File: config.mk
export PLATFORM = sky130hd
export DESIGN_NAME = float_normalize
export DESIGN_NICKNAME = d
export VERILOG_FILES = /design/src/rtl/float_normalize.sv
export SDC_FILE = /design/constraint.sdc
export NUM_CORES = 1
export LEC_CHECK = 0
export BUFFER_PORTS_ARGS = -buffer_cell sky130_fd_sc_hd__buf_4
export CAP_MARGIN = 20
export CORE_AREA = 5 5 98 100
export DETAILED_ROUTE_END_ITERATION = 8
export DIE_AREA = 0 0 103 105
export PLACE_DENSITY = 0.84
export SLEW_MARGIN = 5
export SYNTH_ARGS = -nofsm -noshare
export SYNTH_HDL_FRONTEND = slang
export SYNTH_SLANG_ARGS = --single-unit
File: constraint.sdc
create_clock -name clk -period 4.9 [get_ports clk]
set_input_delay 0.735 -clock clk [delete_from_list [all_inputs] [get_ports clk]]
set_output_delay 0.735 -clock clk [all_outputs]
set_load 0.03 [all_outputs]
File: src/rtl/float_normalize.sv
// float_normalize
//   Post-add normalisation for single-precision addition. It takes the raw
//   sign, exponent and 25-bit magnitude from the adder and produces a packed
//   IEEE-754 single. A carry-out is resolved with one right shift.
//   Cancellation is resolved with one left shift per cycle. Rounding
//   truncates, denormals flush to zero, and only one operation is in flight.
// Ports
//   clk, reset_n              clock, async active-low reset
//   in_valid/in_ready         upstream handshake (in_ready == state IDLE)
//   in_sign/in_exp/in_mant    raw operand; mant[24]=carry, mant[23]=hidden
//   out_valid/out_ready       downstream handshake, out_valid registered
//   out                       {sign, exp[7:0], frac[22:0]}, registered
//   shift_count               left shifts applied to the current/last result
module float_normalize (
  input  logic        clk,
  input  logic        reset_n,
  input  logic        in_valid,
  output logic        in_ready,
  input  logic        in_sign,
  input  logic [7:0]  in_exp,
  input  logic [24:0] in_mant,
  output logic        out_valid,
  input  logic        out_ready,
  output logic [31:0] out,
  output logic [4:0]  shift_count
);
  typedef enum logic [1:0] {IDLE, SHIFT, DONE} state_t;
  state_t state;

  logic        sign_r;
  logic [7:0]  exp_r;
  logic [24:0] mant_r;
  logic [4:0]  cnt_r;

  // Shift-step source: the raw operand on accept, the working regs in SHIFT.
  // The first left shift happens on the accept edge, so k shifts finish on
  // the k-th edge counting the accept edge.
  logic        src_sign;
  logic [7:0]  src_exp, dec_exp, inc_exp;
  logic [24:0] src_mant, sh_mant;
  logic [4:0]  src_cnt, inc_cnt;

  logic        fin;      // operation completes on this edge
  logic [31:0] res;      // result loaded into out when fin
  logic [4:0]  res_cnt;  // shift_count loaded when fin

  assign in_ready = (state == IDLE);
  assign inc_exp  = in_exp + 8'd1;

  always_comb begin
    if (state == IDLE) begin
      src_sign = in_sign;
      src_exp  = in_exp;
      src_mant = in_mant;
      src_cnt  = '0;
    end else begin
      src_sign = sign_r;
      src_exp  = exp_r;
      src_mant = mant_r;
      src_cnt  = cnt_r;
    end
    sh_mant = src_mant << 1;
    dec_exp = src_exp - 8'd1;
    inc_cnt = src_cnt + 5'd1;
  end

  always_comb begin
    fin     = 1'b0;
    res     = '0;
    res_cnt = '0;
    if (state == IDLE && in_exp == 8'hFF) begin
      fin = 1'b1;
      res = {in_sign, 8'hFF, 23'h0};
    end else if (state == IDLE && in_mant == '0) begin
      fin = 1'b1;            // exact zero is always +0
    end else if (state == IDLE && in_mant[24]) begin
      fin = 1'b1;
      res = (inc_exp == 8'hFF) ? {in_sign, 8'hFF, 23'h0}
                               : {in_sign, inc_exp, in_mant[23:1]};
    end else if (state == IDLE && in_mant[23]) begin
      fin = 1'b1;
      res = {in_sign, in_exp, in_mant[22:0]};
    end else if (state == IDLE && in_exp <= 8'd1) begin
      fin = 1'b1;            // no room to shift at all
      res = {in_sign, 31'h0};
    end else if (sh_mant[23]) begin
      fin     = 1'b1;
      res     = {src_sign, dec_exp, sh_mant[22:0]};
      res_cnt = inc_cnt;
    end else if (dec_exp == 8'd1) begin
      fin     = 1'b1;        // another shift would reach exponent 0
      res     = {src_sign, 31'h0};
      res_cnt = inc_cnt;
    end
  end

  always_ff @(posedge clk or negedge reset_n) begin
    if (!reset_n) begin
      state       <= IDLE;
      sign_r      <= 1'b0;
      exp_r       <= '0;
      mant_r      <= '0;
      cnt_r       <= '0;
      out_valid   <= 1'b0;
      out         <= '0;
      shift_count <= '0;
    end else begin
      case (state)
        IDLE, SHIFT: begin
          if (state == SHIFT || in_valid) begin
            if (fin) begin
              state       <= DONE;
              out         <= res;
              shift_count <= res_cnt;
              out_valid   <= 1'b1;
            end else begin
              state  <= SHIFT;
              sign_r <= src_sign;
              exp_r  <= dec_exp;
              mant_r <= sh_mant;
              cnt_r  <= inc_cnt;
            end
          end
        end
        DONE: begin
          if (out_ready) begin
            state     <= IDLE;
            out_valid <= 1'b0;
          end
        end
        default: state <= IDLE;
      endcase
    end
  end
endmodule

==> results.md <==
* Num CTS Buffers at 9
* CP startpoint: state[1]
* Synth top area share at 0.398
* First DRT Iteration DRCs at 393
* Syn_nets at 546
* Synth area leader: dfrtp_1
* Slew @ Worst Pin at 0.955 ns
* Unique masters post-synth at 61
* Clock buffer depth at 2
* Fill cells at 709
* Number of nets with antenna violations after routing at 0
* Via-to-Cell Ratio at 6.20
* CTS tree: yes
* Ant. Diodes at 0
* Origin of the critical flop-to-flop path: state[1]
* Depth of the CTS H-tree at 3
* Die Area at 10800 um^2
* Final hold vios at 0
* Max-capacitance violation count at 0
* Synthesis Warnings at 0
* R2r setup slk at 0.86 ns
* CP arrival at 4.28 ns
* Worst Skew at 0.00834 ns
* Pre-antenna DRT Iters at 5
* Mapped Cells at 501
* Wire per inst at 18.7 um
* Most frequent cells in the layout: buf_4, dfrtp_1, nand2_1
* Status: completed
* Max IR drop VDD at 0.000332 V
* Worst min path class: reg -> reg
* EDFF count, synth at 0
* Vert. Die Dim at 105 um
* Boundary pin count at 77
* Setup bufs post-CTS at 0
* Synth Register Bits at 76
* First-pass GRT wire length at 20300 um
* Hold endpoint: out[16]
* FF-to-FF path depth at 13
* Ys async rst share at 1.00
* Min cycle time layout at 4.04 ns
* Worst-path clk slew at 0.08 ns
* Initial antenna violation count at 0
* DIE WIDTH at 103 um
* Placed inst area at 5360 um^2
* Vias in the first global route at 4034
* Largest net degree at the start of global routing at 77
* Final Setup Violations at 0
* Peak fanout along the critical path at 38
* Area contributors post-synth: dfrtp_1, a22o_1, mux2_4, nand2_1, mux2_1
* Hold path start: out[16]
* Core Footprint at 8590 um^2
* Design area at 5580 um^2
* DR vias at 4167
* Reg2reg end: cnt_r[3]
* Slew HR at 0.363
* Syn_area_per_cell at 9.53 um^2
* Hpwl dp at 8860 um
* Nets at 604
* GPL Wtd Cong at 0.938
* Total track usage at 0.234
* CP Capture Type: flip-flop
* Worst hold path depth at 1
* Final period utilization at 0.825
* Clock insertion delay at the later pin of the skew report at 0.35 ns
* Pwr Density at 655 nW/um^2
* Pleak at 2.62 nW
* Register area share after synthesis at 0.398
* DRC at 0
* Clock root buffer master: clkbuf_8
* Area added between synthesis and finish at 16.9%
* RSZ-0062 raised after global routing: false
* CP Class: reg -> reg
* Peak Freq at 247 MHz
* Post-Route WL at 12600 um
* Final Slew Violations at 0
* Gr ovfl total at 0
* Area of the mapped netlist at 4780 um^2
* Worst Path Required at 5.14 ns
* CP startpoint kind: flip-flop
* Layout cell share with drive strength beyond 1 at 0.241
* Buffers on Ports at 76
* Initial Util at 0.556
* Row count at 34
* TNS Setup at 0 ns
* Main flop type after synthesis: dfrtp_1
* Cts repair resizes at 0
* # hold bufs at CTS at 0
* Clock Sinks at 76
* Commonest non-fill, non-tap cell in the layout: buf_4
routing by layer:
metal	part of all wire	vias up	routed length, um	GRT usage
li1	-	1947	-	-
met1	0.45	2004	5690	0.360
met2	0.46	191	5750	0.337
met3	0.072	25	903	0.0313
met4	0.019	0	245	0.0768
met5	0	-	0	0
critical path: stages (launching register included):
cell      delay (ns)
dfrtp_1         0.59
or2_1           0.20
inv_2           0.06
buf_4           0.26
a21boi_1        0.24
ha_1            0.26
nand2b_1        0.09
or3_1           0.30
nand3_1         0.13
a22oi_2         0.12
a31oi_4         0.46
and2_2          0.60
buf_4           0.30
mux2_4          0.31
cells by family after synthesis:
logic type / Yosys count / share of synthesized area
compound gates: 136 / 0.206
flops: 76 / 0.398
mux: 60 / 0.152
simple gates: 163 / 0.159
fa+ha+maj: 7 / 0.0183
buf+inv: 50 / 0.0500
xor+xnor: 9 / 0.0165
worst max-delay path by stage:
stage / slack (ns) / end / cells past startpoint
after floorplan: 1.11 / cnt_r[1] / 17
after global placement: 1.0 / exp_r[3] / 9
after detailed placement: 0.90 / exp_r[4] / 9
after CTS: 0.91 / exp_r[0] / 13
after global routing: 0.62 / cnt_r[3] / 13
final: 0.86 / cnt_r[3] / 13
area by class of cell:
cell class	instances	area [um^2]	area share
multi-input cells	375	2640	0.472
inverters	12	45.0	0.00807
flip-flops and latches	76	1900	0.341
clock buffers	11	141	0.0253
clock inverters	5	85.1	0.0152
well taps	108	135	0.0242
repair buffers	85	638	0.114
cell usage after synthesis, drive strengths merged, types with 3 or more instances:
| master | number |
|---|---|
| mux2i | 15 |
| nor4 | 9 |
| a31oi | 6 |
| a22o | 35 |
| o31ai | 5 |
| xnor2 | 4 |
| inv | 12 |
| nor2 | 35 |
| buf | 17 |
| clkbuf | 21 |
| nand2 | 69 |
| a21oi | 35 |
| a21boi | 3 |
| a22oi | 11 |
| o211ai | 3 |
| or3 | 4 |
| nand3 | 13 |
| mux2 | 45 |
| ha | 7 |
| dfrtp | 76 |
| o21ai | 17 |
| or2 | 3 |
| or4 | 4 |
| and2 | 7 |
| xor2 | 5 |
| a221oi | 3 |
| nor3 | 6 |
stage by stage:
step | utilization | std cells | hold WS [ns] | power, mW | setup WS (ns)
2_1_floorplan | - | 501 | 0.439 | 2.53 | 1.11
3_3_place_gp | 0.623 | 656 | 0.473 | 3.04 | 0.996
3_5_place_dp | 0.623 | 656 | 0.475 | 3.10 | 0.904
4_1_cts | 0.650 | 672 | 0.496 | 3.65 | 0.908
5_1_grt | 0.650 | 672 | 0.517 | 3.88 | 0.622
6_report | 0.650 | 672 | 0.495 | 3.65 | 0.858
flip-flops by register name (all words and copies together) (netlist names):
name and flops:
out 32, mant_r 22, exp_r 8, cnt_r 5, shift_count 5, state 2
out_valid 1, sign_r 1
where the power goes:
part | switching (mW) | internal, mW
clock | 0.233 | 0.303
combinational | 1.20 | 0.838
sequential | 0.187 | 0.898
total | 1.62 | 2.04
Note: power is estimated with default switching activity, not from simulation.
